## src/rtl/uart_defs.sv

```systemverilog
// Shared UART definitions for the TX serializer and the future RX block.
//   - FSM state type (PARITY state present only with UART_TX_PARITY_EN)
//   - default CLKS_PER_BIT (12 MHz / 115200 baud)
//   - frame-length constants and helper
// Optional feature macro: UART_TX_PARITY_EN (even parity, 8E1 frames).
package uart_defs;

  localparam int unsigned DEFAULT_CLKS_PER_BIT = 104;
  localparam int unsigned DATA_BITS            = 8;

`ifdef UART_TX_PARITY_EN
  localparam int unsigned PARITY_BITS = 1;
`else
  localparam int unsigned PARITY_BITS = 0;
`endif

  typedef enum logic [2:0] {
    ST_IDLE,
    ST_START,
    ST_DATA,
`ifdef UART_TX_PARITY_EN
    ST_PARITY,
`endif
    ST_STOP
  } uart_state_t;

  // Bit periods in one frame: start + data + optional parity + stop bits.
  function automatic int unsigned frame_bits(input int unsigned stop_bits);
    return 1 + DATA_BITS + PARITY_BITS + stop_bits;
  endfunction

endpackage

```

## src/rtl/uart_baud_gen.sv

```systemverilog
// Baud tick generator.
// Ports:
//   clk      in  system clock
//   rst      in  asynchronous active-high reset
//   sync_clr in  synchronous clear of the baud counter
//   bit_tick out high for one cycle every CLKS_PER_BIT cycles, i.e. in the
//                last cycle of each bit period counted from the clear
module uart_baud_gen
  import uart_defs::*;
#(
  parameter int unsigned CLKS_PER_BIT = DEFAULT_CLKS_PER_BIT
) (
  input  logic clk,
  input  logic rst,
  input  logic sync_clr,
  output logic bit_tick
);

  localparam int unsigned   CW   = (CLKS_PER_BIT > 1) ? $clog2(CLKS_PER_BIT) : 1;
  localparam logic [CW-1:0] LAST = CW'(CLKS_PER_BIT - 1);

  logic [CW-1:0] cnt;

  always_ff @(posedge clk or posedge rst) begin
    if (rst) begin
      cnt <= '0;
    end else if (sync_clr || (cnt == LAST)) begin
      cnt <= '0;
    end else begin
      cnt <= cnt + 1'b1;
    end
  end

  assign bit_tick = (cnt == LAST);

endmodule

```

## src/rtl/uart_tx_serializer.sv

```systemverilog
// Byte-wide UART transmitter: accepts one byte per enable/ready handshake
// and shifts it out LSB first as 8N1 (or 8E1 with UART_TX_PARITY_EN).
// Ports:
//   clk             in  system clock
//   rst             in  asynchronous active-high reset
//   uart_tx_enable  in  transmit request, level-sampled in IDLE
//   uart_data_to_tx in  byte to send, captured on the accepting edge
//   uart_tx_ready   out idle and enable low (combinational)
//   uart_tx         out registered serial line, idle high
// Parameters: CLKS_PER_BIT (>= 2), STOP_BITS (1 or 2).
// Optional feature macro: UART_TX_PARITY_EN.
module uart_tx_serializer
  import uart_defs::*;
#(
  parameter int unsigned CLKS_PER_BIT = DEFAULT_CLKS_PER_BIT,
  parameter int unsigned STOP_BITS    = 1
) (
  input  logic       clk,
  input  logic       rst,
  input  logic       uart_tx_enable,
  input  logic [7:0] uart_data_to_tx,
  output logic       uart_tx_ready,
  output logic       uart_tx
);

  uart_state_t state;
  logic [7:0]  shift;
  logic [2:0]  bit_cnt;
  logic        bit_tick;
  logic        baud_clr;

  // Holding the baud counter clear while idle aligns the first tick to
  // exactly CLKS_PER_BIT cycles after the accepting edge.
  assign baud_clr = (state == ST_IDLE);

  uart_baud_gen #(
    .CLKS_PER_BIT(CLKS_PER_BIT)
  ) u_baud (
    .clk      (clk),
    .rst      (rst),
    .sync_clr (baud_clr),
    .bit_tick (bit_tick)
  );

  assign uart_tx_ready = (state == ST_IDLE) & ~uart_tx_enable;

  // The shift register rotates rather than shifts, so its XOR always equals
  // the parity of the latched byte.
  always_ff @(posedge clk or posedge rst) begin
    if (rst) begin
      state   <= ST_IDLE;
      shift   <= '0;
      bit_cnt <= '0;
      uart_tx <= 1'b1;
    end else begin
      case (state)
        ST_IDLE: begin
          uart_tx <= 1'b1;
          if (uart_tx_enable) begin
            shift   <= uart_data_to_tx;
            bit_cnt <= '0;
            uart_tx <= 1'b0;
            state   <= ST_START;
          end
        end
        ST_START: begin
          if (bit_tick) begin
            uart_tx <= shift[0];
            state   <= ST_DATA;
          end
        end
        ST_DATA: begin
          if (bit_tick) begin
            shift <= {shift[0], shift[7:1]};
            if (bit_cnt == 3'(DATA_BITS - 1)) begin
              bit_cnt <= '0;
`ifdef UART_TX_PARITY_EN
              uart_tx <= ^shift;
              state   <= ST_PARITY;
`else
              uart_tx <= 1'b1;
              state   <= ST_STOP;
`endif
            end else begin
              bit_cnt <= bit_cnt + 1'b1;
              uart_tx <= shift[1];
            end
          end
        end
`ifdef UART_TX_PARITY_EN
        ST_PARITY: begin
          if (bit_tick) begin
            uart_tx <= 1'b1;
            state   <= ST_STOP;
          end
        end
`endif
        ST_STOP: begin
          uart_tx <= 1'b1;
          if (bit_tick) begin
            if (bit_cnt == 3'(STOP_BITS - 1)) begin
              state <= ST_IDLE;
            end else begin
              bit_cnt <= bit_cnt + 1'b1;
            end
          end
        end
        default: begin
          uart_tx <= 1'b1;
          state   <= ST_IDLE;
        end
      endcase
    end
  end

endmodule

```

## config.mk

```make
export PLATFORM = sky130hd
export DESIGN_NAME = uart_tx_serializer
export DESIGN_NICKNAME = d
export VERILOG_FILES = /design/src/rtl/uart_defs.sv /design/src/rtl/uart_baud_gen.sv /design/src/rtl/uart_tx_serializer.sv
export SDC_FILE = /design/constraint.sdc
export NUM_CORES = 1
export LEC_CHECK = 0
export ABC_AREA = 1
export ABC_CLOCK_PERIOD_IN_PS = 1600
export CORE_MARGIN = 1.5
export CORE_UTILIZATION = 55
export DETAILED_ROUTE_END_ITERATION = 10
export HOLD_SLACK_MARGIN = 0.06
export PLACE_DENSITY = 0.84
export SLEW_MARGIN = 5
export SYNTH_ARGS = -nofsm -noshare
export SYNTH_HDL_FRONTEND = slang
export SYNTH_SLANG_ARGS = --single-unit
export TNS_END_PERCENT = 20
```

## constraint.sdc

```tcl
create_clock -name clk -period 1.6 [get_ports clk]
set_input_delay 0.16 -clock clk [delete_from_list [all_inputs] [get_ports clk]]
set_output_delay 0.16 -clock clk [all_outputs]
set_load 0.02 [all_outputs]
```

### Yosys cells after proc, flatten, opt, wreduce, memory -nomap -nowiden

Index checks and enable logic that the tools add are counted.

| cells by class | value |
|---|---|
| mux-type cells | 22 |
| equality and inequality tests | 12 |
| reduce and logical (&&, ||, !) cells | 9 |
| bitwise gates (word level) | 2 |
| add/subtract/negate cells | 2 |

Operators with widths:

| kind | count |
|---|---|
| 3-bit 2-to-1 mux | 11 |
| 8-bit 2-to-1 mux | 2 |
| 8-bit case mux with 2 select lines | 1 |
| 2-bit != test (second input constant) | 7 |
| 3-bit case mux with 4 select lines | 1 |
| 3-bit case mux with 3 select lines | 1 |
| 7-bit by 1-bit adder with 7-bit output (second input constant) | 1 |
| 7-bit == test (second input constant) | 1 |
| 7-bit 2-to-1 mux | 1 |
| 3-bit by 2-bit == test with 1-bit output (second input constant) | 2 |
| 3-bit logical NOT | 2 |
| 6-bit AND reduction | 1 |
| 5-bit AND reduction | 1 |
| 1-bit 2-to-1 mux | 4 |
| 3-bit by 1-bit adder with 3-bit output (second input constant) | 1 |
| 3-bit by 1-bit == test with 1-bit output (second input constant) | 1 |
| 3-bit == test (second input constant) | 1 |
| 1-bit case mux with 3 select lines | 1 |
| 3-bit AND reduction | 1 |
| 3-bit nonzero test | 1 |
| 2-bit AND reduction | 1 |
| 2-bit nonzero test | 1 |
| 1-bit AND | 1 |
| 1-bit logical OR | 1 |
| 1-bit inverter | 1 |

| word-level totals | value |
|---|---|
| register bits | 22 |
| bits of input ports | 11 |
| logic and storage cells | 52 |
| output and inout bits | 2 |

### Longest topological paths before layout

Gate-level depths: netlist (run 1).

| depth | value |
|---|---|
| depth in word-level cells | 4 |
| gate-level depth with buffers | 9 |
| gate-level depth less buffers | 9 |

### By module

Synthesis (run 1) repeated with hierarchy kept, for this count alone.

| second synthesis, totals | value |
|---|---|
| cell total of the unflattened synthesis | 172 |
| area, all modules | 1275.0 um^2 |

By module, submodules not included:

| module | area an instance (um^2) | times used | sequential area each (um^2) | cells an instance |
|---|---|---|---|---|
| uart_tx_serializer | 904.6 | 1 | 351.6 | 130 |
| uart_baud_gen | 370.4 | 1 | 175.2 | 42 |

### Least setup slack after synthesis (run 1)

Ideal clock, no wire load.

| timing | value |
|---|---|
| path type | register -> register |
| start point | register state[0] |
| end point | register shift[0] |
| data arrival time | 1.265 ns |
| path slack | 0.211 ns |
| clock period less this slack | 1.389 ns |
| setup time | 0.124 ns |
| data required time | 1.476 ns |
| stages on the path, launching flop included | 7 |
| path buffers | 1 |
| cells stage by stage | dfrtp_1 inv_1 ha_1 buf_2 nand2_1 a21boi_0 o21ai_2 |

| on the way | value |
|---|---|
| longest elaborated chain between the ends | 3 |
| elaborated cells between the ends (all ways) | 7 |
| classes of those cells | eq/ne (3); mux (1); reduce/logical (3) |

RTL lines:

| what | line | RTL |
|---|---|---|
| start: declaration | uart_tx_serializer.sv:26 | `uart_state_t state;` |
| start signal: assignment | uart_tx_serializer.sv:51 | `state <= ST_IDLE;` |
| start signal: assignment | uart_tx_serializer.sv:63 | `state <= ST_START;` |
| start signal: assignment | uart_tx_serializer.sv:69 | `state <= ST_DATA;` |
| 3-bit by 2-bit == test with 1-bit output / 3-bit logical NOT (equally long branches) | uart_tx_serializer.sv:56 | `case (state)` |
| 2-bit != test (no line) / 2-bit nonzero test (equally long branches) | n/a |  |
| 3-bit AND reduction (no line) | n/a |  |
| end signal: assignment | uart_tx_serializer.sv:60 | `shift <= uart_data_to_tx;` |
| end signal: assignment | uart_tx_serializer.sv:74 | `shift <= {shift[0], shift[7:1]};` |
| end: declaration | uart_tx_serializer.sv:27 | `logic [7:0] shift;` |

Parallel ways exist; a longest one is shown, timed or not.
A chain may end at the register's enable or synchronous reset.

### Final worst setup path (run 1)

| timing | value |
|---|---|
| start point | register u_baud.cnt[0] |
| end point | register shift[2] |

| on the way | value |
|---|---|
| longest elaborated chain between the ends | 3 |

RTL lines:

| what | line | RTL |
|---|---|---|
| start: declaration | uart_baud_gen.sv:22 | `logic [CW-1:0] cnt;` |
| start signal: assignment | uart_baud_gen.sv:30 | `cnt <= cnt + 1'b1;` |
| 7-bit == test | uart_baud_gen.sv:34 | `assign bit_tick = (cnt == LAST);` |
| 2-bit != test (no line) | n/a |  |
| 3-bit AND reduction (no line) | n/a |  |

Every way passes these cells.

==> impl_metrics.json, run 1 <==
{
  "synthCells": 141,
  "totalPowerFinal_mw": 2.54,
  "dr_wl_met3_um": 42,
  "number_of_distinct_standard_cells_referenced_by_the_synthesized_netlist": 23,
  "cts_num_sinks": 21,
  "clock_skew_ns": 0.00171,
  "cellLeakagePower_nw": 0.706,
  "die_width_um": 50.5,
  "result_of_the_run": "finished, final reports clean",
  "post_dp_cell_area_mm2": 0.00141,
  "clk_latency_ns": 0.31,
  "grt_antenna_before_repair": 0,
  "drc_errors": 0,
  "synth_async_sr_flop_share": 1.00,
  "synth.cell_area_mm2": 0.00124,
  "firstDrtPassIters": 4,
  "number_of_global_route_vias_before_repair": 994,
  "detailroute.via_count": 972,
  "synthFlopType": "sky130_fd_sc_hd__dfrtp_1",
  "globalplace.congestion": 0.861,
  "antenna-diode-count": 0,
  "routed_length_per_instance_um": 12.4,
  "hold_path.class": "in -> async",
  "crit_path_end": "shift[2]",
  "setup_viol": 0,
  "area_of_all_placed_cells_without_fillers_mm2": 0.00146,
  "place.detailed.hpwl_um": 1770,
  "fmax_mhz": 664,
  "rr_endpoint": "shift[2]",
  "tritoncts": "built",
  "synth-seq-cells": 21,
  "syn-mean-instance-area_um2": 8.81,
  "fillers": 175,
  "syn-num-nets": 160,
  "synthMuxAreaShare": 0.0564,
  "floorplan.core_area_mm2": 0.00217,
  "row_count": 17,
  "initial_utilization": 0.573,
  "end_kind": "flip-flop",
  "synth_compound_gate_area_share": 0.0947,
  "worst_setup_path_startpoint": "u_baud.cnt[0]",
  "die_height_um": 50.5,
  "drive_above_1_share": 0.200,
  "synth_simple_gate_area_frac": 0.270,
  "layout_min_cycle_time_ns": 1.51,
  "worstSetupStartpointType": "flip-flop",
  "worst_reg2reg_path_startpoint": "u_baud.cnt[0]",
  "power.internal_mw": 1.38,
  "main_combinational_cell_family_by_area_after_synthesis": "simple AND/OR/NAND/NOR gates",
  "global_route.overflow_total": 0,
  "global_route_wire_length_before_repair_um": 4060,
  "clk_root_buffer_cell": "sky130_fd_sc_hd__clkbuf_4",
  "gr-usage-all-layers": 0.214,
  "power.net_switching_mw": 1.16,
  "viasPerCell": 5.17,
  "share_seq_of_total_power": 0.344,
  "max_cap_check_violation_count": 0,
  "reg2reg_setup_slack_ns": 0.09,
  "worst_hold_slack_ns": 0.160,
  "synth_xor_xnor_area_share": 0.00705,
  "synth-warning-count": 0,
  "yosys.area_share.adder": 0.0806,
  "timing.max_slew.rel_slack": 0.819,
  "tightestPinTransition_ns": 0.271,
  "cts_made_buffers": 3,
  "cts_buffer_depth": 2,
  "post_layout_nonfiller_instances": 188,
  "ctsHtreeMaxLevel": 1,
  "worstRegToRegCells": 8,
  "edff_count_synth": 0,
  "crit_required_ns": 1.81,
  "path_class": "reg -> reg",
  "drt-met1-wl_um": 986,
  "pin_count": 13,
  "final_max_slew_viol_count": 0,
  "hold_viol": 0,
  "switching_share": 0.457,
  "fin_crit_sh": 0.942,
  "grt_start_max_net_pins": 22,
  "path_clk_slew_ns": 0.12,
  "p_comb_frac": 0.551,
  "placed_cells": 183,
  "place.port_buffers": 12,
  "routed.top_layer": "met4",
  "synthToLayoutAreaGrowth_pct": 17.1,
  "detail-route-antenna-nets": 0,
  "fp.dieArea_mm2": 0.00255,
  "crit_path_max_fanout": 16,
  "worstPathArrival_ns": 1.72,
  "first_iter_violations": 8,
  "power.density_mw_per_mm2": 1750,
  "clock_power_share": 0.105,
  "detailroute.wirelength.met2_um": 1240,
  "nets": 180,
  "vdd_drop_max_uv": 1090,
  "routed_wirelength_um": 2340,
  "seq_area_frac_synth": 0.424,
  "rsz_0062_raised_after_global_routing": "yes"
}
## how the worst min path moves through the flow
stage                     to  slack [ns]  cells after the start
3_5_place_dp        shift[3]        0.47                      2
3_3_place_gp   u_baud.cnt[0]        0.45                      1
4_1_cts        u_baud.cnt[0]        0.16                      3
5_1_grt        u_baud.cnt[0]        0.23                      3
2_1_floorplan     bit_cnt[0]        0.14                      1
6_report       u_baud.cnt[0]        0.16                      3
## cell families (layout without fill, tap and decap cells)
kind of cell / Yosys count / in the layout
AOI/OAI and AO/OA: 16 / 16
xor gates and xnor gates: 1 / 1
adders and majority gates: 8 / 8
buffers and inverters: 20 / 39
DFF: 21 / 21
muxes: 7 / 7
and+or+nand+nor: 68 / 68
## synthesized netlist by cell type, types with 2 or more instances
cell | instances | share of area
sky130_fd_sc_hd__a21boi_0 | 2 | 0.012
sky130_fd_sc_hd__a21oi_1 | 4 | 0.016
sky130_fd_sc_hd__dfrtp_1 | 20 | 0.40
sky130_fd_sc_hd__ha_1 | 8 | 0.081
sky130_fd_sc_hd__inv_1 | 18 | 0.054
sky130_fd_sc_hd__mux2i_1 | 7 | 0.056
sky130_fd_sc_hd__nand2_1 | 34 | 0.10
sky130_fd_sc_hd__nand2_2 | 4 | 0.020
sky130_fd_sc_hd__nand2_4 | 2 | 0.018
sky130_fd_sc_hd__nand3_1 | 6 | 0.024
sky130_fd_sc_hd__nand4_1 | 5 | 0.025
sky130_fd_sc_hd__nor2_1 | 11 | 0.033
sky130_fd_sc_hd__nor2_4 | 2 | 0.018
sky130_fd_sc_hd__nor3_1 | 2 | 0.0081
sky130_fd_sc_hd__o21ai_2 | 8 | 0.056
## power groups by stage
stage | clock network [mW] | registers, mW | logic, mW
after global placement | 0 | 0.876 | 1.29
after global routing | 0.286 | 0.896 | 1.57
after CTS | 0.272 | 0.873 | 1.37
after detailed placement | 0 | 0.894 | 1.35
final | 0.266 | 0.874 | 1.40
after floorplan | 0 | 0.873 | 1.07
## cell usage in the layout, fill, tap and decap left out, types with 2 or more instances in the layout
cell type / n
sky130_fd_sc_hd__clkbuf_4: 3
sky130_fd_sc_hd__nand2_2: 5
sky130_fd_sc_hd__mux2i_1: 7
sky130_fd_sc_hd__a21boi_0: 2
sky130_fd_sc_hd__dfrtp_1: 20
sky130_fd_sc_hd__nand3_1: 5
sky130_fd_sc_hd__buf_4: 5
sky130_fd_sc_hd__a21oi_1: 4
sky130_fd_sc_hd__nor2_1: 10
sky130_fd_sc_hd__nand4_1: 5
sky130_fd_sc_hd__nand2_1: 33
sky130_fd_sc_hd__nor2_4: 2
sky130_fd_sc_hd__clkdlybuf4s50_1: 10
sky130_fd_sc_hd__inv_1: 18
sky130_fd_sc_hd__nor3_1: 2
sky130_fd_sc_hd__nand2_4: 2
sky130_fd_sc_hd__ha_1: 7
sky130_fd_sc_hd__o21ai_2: 8
## registers in the layout (all words and copies together) (netlist names)
| name | cells |
|---|---|
| shift | 8 |
| u_baud.cnt | 7 |
| bit_cnt | 3 |
| state | 2 |
| uart_tx | 1 |
## per-stage QoR
stage / TNS (ns) / setup WS, ns / utilization
global placement: 0 / 0.0865 / 0.651
CTS: 0 / 0.00693 / 0.667
floorplan: 0 / 0.211 / -
detailed placement: 0 / 0.000732 / 0.651
global route: -0.182 / -0.0313 / 0.671
finish: 0 / 0.0935 / 0.671
## layer usage
metal  GRT usage  up-vias
li1            -      489
met1       0.229      463
met2       0.406       14
met3      0.0208        6
met4       0.117        0
met5           0        -
## cell type report
class,instances,area [µm²],area share
repair buffers,17,151,0.104
clock buffers,3,22.5,0.0155
multi-input cells,100,644,0.443
inverters,18,67.6,0.0464
flip-flops and latches,21,527,0.362
clock inverters,1,7.51,0.00516
well taps,28,35.0,0.0241
## timing repair
| action | 4_1_cts | 5_1_grt |
|---|---|---|
| hold buffers | 0 | 0 |
| resized for setup | 3 | 5 |
| setup endpoints to repair | 3 | 14 |
| buffers inserted | 1 | 0 |
## worst max-delay path, cell delays in order (launching register included)
cell and delay [ns]:
sky130_fd_sc_hd__dfrtp_1 0.40, sky130_fd_sc_hd__ha_1 0.19, sky130_fd_sc_hd__nand2_2 0.09, sky130_fd_sc_hd__nor2_4 0.12, sky130_fd_sc_hd__nand2_4 0.08, sky130_fd_sc_hd__nand2_4 0.10
sky130_fd_sc_hd__nand3_4 0.21, sky130_fd_sc_hd__nand2_1 0.15, sky130_fd_sc_hd__o21ai_2 0.07
Note: power is estimated with default switching activity, not from simulation.
==> run 2: changes to the inputs <==
--- a/config.mk
+++ b/config.mk
@@ -10,8 +10,8 @@
 export CORE_MARGIN = 1.5
 export CORE_UTILIZATION = 55
 export DETAILED_ROUTE_END_ITERATION = 10
-export HOLD_SLACK_MARGIN = 0.06
 export PLACE_DENSITY = 0.84
+export SKIP_CTS_REPAIR_TIMING = 1
 export SLEW_MARGIN = 5
 export SYNTH_ARGS = -nofsm -noshare
 export SYNTH_HDL_FRONTEND = slang
==> impl_metrics.json, run 2 (synthesis gave the netlist of run 1 again) <==
{
  "pin_count": 13,
  "routed_length_per_instance_um": 12.3,
  "critical-path-slowest-cell": "sky130_fd_sc_hd__dfrtp_1",
  "drive_above_1_share": 0.204,
  "globalplace.congestion": 0.861,
  "detail-route-antenna-nets": 0,
  "worstPathArrival_ns": 1.77,
  "gr-usage-all-layers": 0.213,
  "critical-path-max-stage-delay_ns": 0.43,
  "tritoncts": "built",
  "setup_viol": 0,
  "path_clk_slew_ns": 0.12,
  "grt_antenna_before_repair": 0,
  "cts_made_buffers": 3,
  "clock_power_share": 0.103,
  "nets": 182,
  "cellLeakagePower_nw": 0.736,
  "rsz_0062_raised_after_global_routing": "yes",
  "viasPerCell": 5.15,
  "path_class": "reg -> reg",
  "clk_root_buffer_cell": "sky130_fd_sc_hd__clkbuf_4",
  "p_comb_frac": 0.557,
  "fin_crit_sh": 0.971,
  "critical_path_cell_count": 9,
  "grt_start_max_net_pins": 22,
  "detailroute.via_count": 979,
  "routed_wirelength_um": 2340,
  "initial_utilization": 0.573,
  "most_common_cell_after_layout_fill_and_taps_aside": "sky130_fd_sc_hd__nand2_1",
  "drc_errors": 0,
  "clk_latency_ns": 0.31,
  "crit_required_ns": 1.81,
  "power.density_mw_per_mm2": 1740,
  "floorplan.core_area_mm2": 0.00217,
  "place.port_buffers": 12,
  "timing.max_slew.rel_slack": 0.819,
  "fmax_mhz": 644,
  "reg2reg_setup_slack_ns": 0.05,
  "power.internal_mw": 1.41,
  "hold_viol": 0,
  "die_height_um": 50.5,
  "clock_skew_ns": 0.00186,
  "tns_ns": 0,
  "tightestPinTransition_ns": 0.272,
  "worst_reg2reg_path_startpoint": "state[0]",
  "die_width_um": 50.5,
  "post_dp_cell_area_mm2": 0.00141,
  "reg_top3": "shift: 8 flops, u_baud.cnt: 7 flops, bit_cnt: 3 flops",
  "regMostFlops": "shift",
  "ctsHtreeMaxLevel": 1,
  "cp_cell_sequence": "inv_1 > ha_1 > nand2_1 > buf_4 > nand3_1 > nand2_2 > nand3_1 > nand2_1 > nand2_1",
  "global_route_wire_length_before_repair_um": 4040,
  "switching_share": 0.451,
  "first_iter_violations": 6,
  "rr_endpoint": "bit_cnt[1]",
  "cpLargestDelayFamily": "simple AND/OR/NAND/NOR gates",
  "firstDrtPassIters": 4,
  "end_kind": "flip-flop",
  "cts_num_sinks": 21,
  "critical-path-top-cell-by-count": "sky130_fd_sc_hd__nand2_1",
  "area_of_all_placed_cells_without_fillers_mm2": 0.00148,
  "worstSetupStartpointType": "flip-flop",
  "result_of_the_run": "finished, final reports clean",
  "final_max_slew_viol_count": 0,
  "worstRegToRegCells": 9,
  "power.net_switching_mw": 1.16,
  "row_count": 17,
  "vdd_drop_max_uv": 1090,
  "number_of_global_route_vias_before_repair": 988,
  "layout_min_cycle_time_ns": 1.55,
  "hold_path.class": "in -> async",
  "max_cap_check_violation_count": 0,
  "place.detailed.hpwl_um": 1770,
  "antenna-diode-count": 0,
  "share_seq_of_total_power": 0.340,
  "synthToLayoutAreaGrowth_pct": 18.8,
  "largest_reg_flops": 8,
  "global_route.overflow_total": 0,
  "fp.dieArea_mm2": 0.00255,
  "crit_buf_inv": 2,
  "cts_buffer_depth": 2,
  "crit_path_max_fanout": 4,
  "top_library_cells_by_usage_in_the_layout_fill_and_taps_aside": "sky130_fd_sc_hd__nand2_1 (33), sky130_fd_sc_hd__dfrtp_1 (20), sky130_fd_sc_hd__inv_1 (17)"
}
## run 2: how the worst max path moves through the flow
stage / from / end / slack (ns)
finish: state[0] / bit_cnt[1] / 0.05
global route: state[0] / bit_cnt[1] / -0.08
CTS: state[0] / uart_tx_ready / -0.30
detailed placement: state[0] / shift[2] / 0.0007
global placement: state[1] / uart_tx_ready / 0.09
floorplan: state[0] / shift[0] / 0.21
## run 2: area by class of cell
type	instances	area, µm²
Clock buffer	3	22.5
Clock inverter	1	7.51
Fill cell	167	693
Inverter	18	67.6
Multi-Input combinational cell	100	639
Sequential cell	21	527
Tap cell	28	35.0
Timing Repair Buffer	19	178
## run 2: worst min-delay path: cells and delay by family
kind / cells / cell delay, ns
buffers and inverters: 3 / 0.71
## run 2: power groups by stage
stage / registers [mW] / logic, mW / clock network (mW)
6_report: 0.874 / 1.43 / 0.266
5_1_grt: 0.893 / 1.61 / 0.286
4_1_cts: 0.883 / 1.36 / 0.272
3_5_place_dp: 0.894 / 1.35 / 0
3_3_place_gp: 0.876 / 1.29 / 0
2_1_floorplan: 0.873 / 1.07 / 0
## run 2: metal layers
metal | share of wire | vias to the layer above | global-route usage
met1 | 0.41 | 463 | 0.231
li1 | - | 493 | -
met3 | 0.027 | 6 | 0.0208
met2 | 0.53 | 17 | 0.401
met5 | 0 | - | 0
met4 | 0.031 | 0 | 0.117
## run 2: per-stage QoR
step / setup WS [ns] / power (mW) / std cells / hold WS (ns) / utilization
after global routing: -0.0824 / 2.79 / 190 / 0.227 / 0.681
after global placement: 0.0865 / 2.16 / 183 / 0.445 / 0.651
after floorplan: 0.211 / 1.94 / 141 / 0.136 / -
final: 0.0469 / 2.57 / 190 / 0.158 / 0.681
after CTS: -0.297 / 2.51 / 187 / 0.162 / 0.664
after detailed placement: 0.000732 / 2.25 / 183 / 0.470 / 0.651
==> run 3: changes to the inputs <==
--- a/config.mk
+++ b/config.mk
@@ -6,11 +6,12 @@
 export NUM_CORES = 1
 export LEC_CHECK = 0
 export ABC_AREA = 1
-export ABC_CLOCK_PERIOD_IN_PS = 1600
+export ABC_CLOCK_PERIOD_IN_PS = 1910
 export CORE_MARGIN = 1.5
-export CORE_UTILIZATION = 55
+export CORE_UTILIZATION = 65
 export DETAILED_ROUTE_END_ITERATION = 10
-export PLACE_DENSITY = 0.84
+export DONT_BUFFER_PORTS = 1
+export PLACE_DENSITY = 0.87
 export SKIP_CTS_REPAIR_TIMING = 1
 export SLEW_MARGIN = 5
 export SYNTH_ARGS = -nofsm -noshare
==> constraint.sdc (replaced) <==
create_clock -name clk -period 1.91 [get_ports clk]
set_input_delay 0.191 -clock clk [delete_from_list [all_inputs] [get_ports clk]]
set_output_delay 0.191 -clock clk [all_outputs]
set_load 0.02 [all_outputs]
==> impl_metrics.json, run 3 (synthesis gave the netlist of run 1 again) <==
{
  "most_common_cell_after_layout_fill_and_taps_aside": "sky130_fd_sc_hd__nand2_1",
  "place.port_buffers": 0,
  "hold_viol": 0,
  "viasPerCell": 5.32,
  "cellLeakagePower_nw": 0.641,
  "worstRegToRegCells": 9,
  "detailroute.via_count": 904,
  "fmax_mhz": 611,
  "hold_path.class": "in -> reg",
  "crit_path_end": "state[0]",
  "globalplace.congestion": 0.856,
  "clock_skew_ns": 0.00647,
  "cts_buffer_depth": 2,
  "post_dp_cell_area_mm2": 0.00126,
  "synthToLayoutAreaGrowth_pct": 5.04,
  "setup_viol": 0,
  "tns_ns": 0,
  "gr-usage-all-layers": 0.239,
  "firstDrtPassIters": 4,
  "die_height_um": 46.7,
  "reg2reg_setup_slack_ns": 0.27,
  "place.detailed.hpwl_um": 1670,
  "finish.utilization": 0.740,
  "worstSetupStartpointType": "flip-flop",
  "totalPowerFinal_mw": 2.01,
  "antenna-diode-count": 0,
  "rsz_0062_raised_after_global_routing": "no",
  "top_library_cells_by_usage_in_the_layout_fill_and_taps_aside": "sky130_fd_sc_hd__nand2_1 (34), sky130_fd_sc_hd__dfrtp_1 (20), sky130_fd_sc_hd__inv_1 (18)",
  "regMostFlops": "shift",
  "cts_made_buffers": 3,
  "cts_num_sinks": 21,
  "grt_antenna_before_repair": 0,
  "worst_reg2reg_path_startpoint": "state[0]",
  "tritoncts": "built",
  "pin_count": 13,
  "floorplan.core_area_mm2": 0.00176,
  "row_count": 15,
  "clk_latency_ns": 0.32,
  "layout_min_cycle_time_ns": 1.64,
  "fin_crit_sh": 0.857,
  "area_of_all_placed_cells_without_fillers_mm2": 0.00131,
  "result_of_the_run": "finished, final reports clean",
  "routed_wirelength_um": 2160,
  "tightestPinTransition_ns": 0.772,
  "power.density_mw_per_mm2": 1540,
  "global_route.overflow_total": 0,
  "drive_above_1_share": 0.159,
  "reg_top3": "shift: 8 flops, u_baud.cnt: 7 flops, bit_cnt: 3 flops",
  "crit_path_max_fanout": 12,
  "end_kind": "flip-flop",
  "timing.max_slew.rel_slack": 0.484,
  "rr_endpoint": "state[0]",
  "initial_utilization": 0.704,
  "ctsHtreeMaxLevel": 1,
  "crit_required_ns": 2.13,
  "grt_start_max_net_pins": 22,
  "die_width_um": 46.7,
  "vdd_drop_max_uv": 1050,
  "max_cap_check_violation_count": 0,
  "nets": 165,
  "global_route_wire_length_before_repair_um": 3540,
  "number_of_global_route_vias_before_repair": 850,
  "first_iter_violations": 25,
  "detail-route-antenna-nets": 0,
  "fillers": 146,
  "path_clk_slew_ns": 0.13,
  "largest_reg_flops": 8,
  "fp.dieArea_mm2": 0.00218,
  "drc_errors": 0,
  "path_class": "reg -> reg",
  "worstPathArrival_ns": 1.86,
  "clk_root_buffer_cell": "sky130_fd_sc_hd__clkbuf_4",
  "final_max_slew_viol_count": 0,
  "worst_setup_path_startpoint": "state[0]",
  "routed_length_per_instance_um": 12.7
}
-- run 3: cell types whose count changed in the layout (fill, tap and decap cells not counted), sizes merged --
cell           before  now
buf                 7    1
dlymetal6s2s        2    0
dlygate4sd3         0    1
clkdlybuf4s50      10    0
-- run 3: worst max-delay path: stages (launching register included) --
cell and delay (ns):
sky130_fd_sc_hd__dfrtp_1 0.41, sky130_fd_sc_hd__inv_1 0.08, sky130_fd_sc_hd__ha_1 0.21, sky130_fd_sc_hd__buf_4 0.20
sky130_fd_sc_hd__nand2_1 0.12, sky130_fd_sc_hd__nand2_1 0.06, sky130_fd_sc_hd__nor2_1 0.20, sky130_fd_sc_hd__nand3_1 0.14
sky130_fd_sc_hd__nand2_1 0.08, sky130_fd_sc_hd__nand2_1 0.05
-- run 3: worst min-delay path by stage --
stage	start	endpoint	slack, ns	depth (start not counted)
finish	uart_data_to_tx[5]	shift[5]	0.06	2
global route	uart_data_to_tx[3]	shift[3]	0.07	2
CTS	rst	u_baud.cnt[0]	-0.11	1
detailed placement	rst	shift[3]	0.26	1
global placement	rst	shift[3]	0.25	1
floorplan	rst	bit_cnt[0]	0.17	1
-- run 3: layout make-up --
| class | instances | area, µm² | area share |
|---|---|---|---|
| Tap cell | 25 | 31.3 | 0.0240 |
| Sequential cell | 21 | 527 | 0.404 |
| Clock buffer | 3 | 22.5 | 0.0173 |
| Inverter | 18 | 67.6 | 0.0518 |
| Timing Repair Buffer | 2 | 17.5 | 0.0134 |
| Clock inverter | 1 | 7.51 | 0.00575 |
| Multi-Input combinational cell | 100 | 632 | 0.484 |
-- run 3: where the power goes --
part           internal, mW  switching [mW]  total [mW]
sequential            0.621           0.127       0.748
combinational         0.378           0.656        1.03
clock                0.0803           0.150       0.230
total                  1.08           0.932        2.01
-- run 3: routing by layer --
metal | GRT usage | vias to the layer above | wire length (µm)
met4 | 0.144 | 0 | 52
met1 | 0.309 | 422 | 1010
met5 | 0 | - | 0
met2 | 0.375 | 14 | 1050
li1 | - | 463 | -
met3 | 0.0431 | 5 | 52
-- run 3: stage by stage --
stage	hold WS (ns)	setup WS (ns)	cells
6_report	0.0649	0.274	170
3_5_place_dp	0.260	0.303	165
4_1_cts	-0.108	0.277	169
2_1_floorplan	0.167	0.521	141
5_1_grt	0.0733	0.152	170
3_3_place_gp	0.253	0.396	165
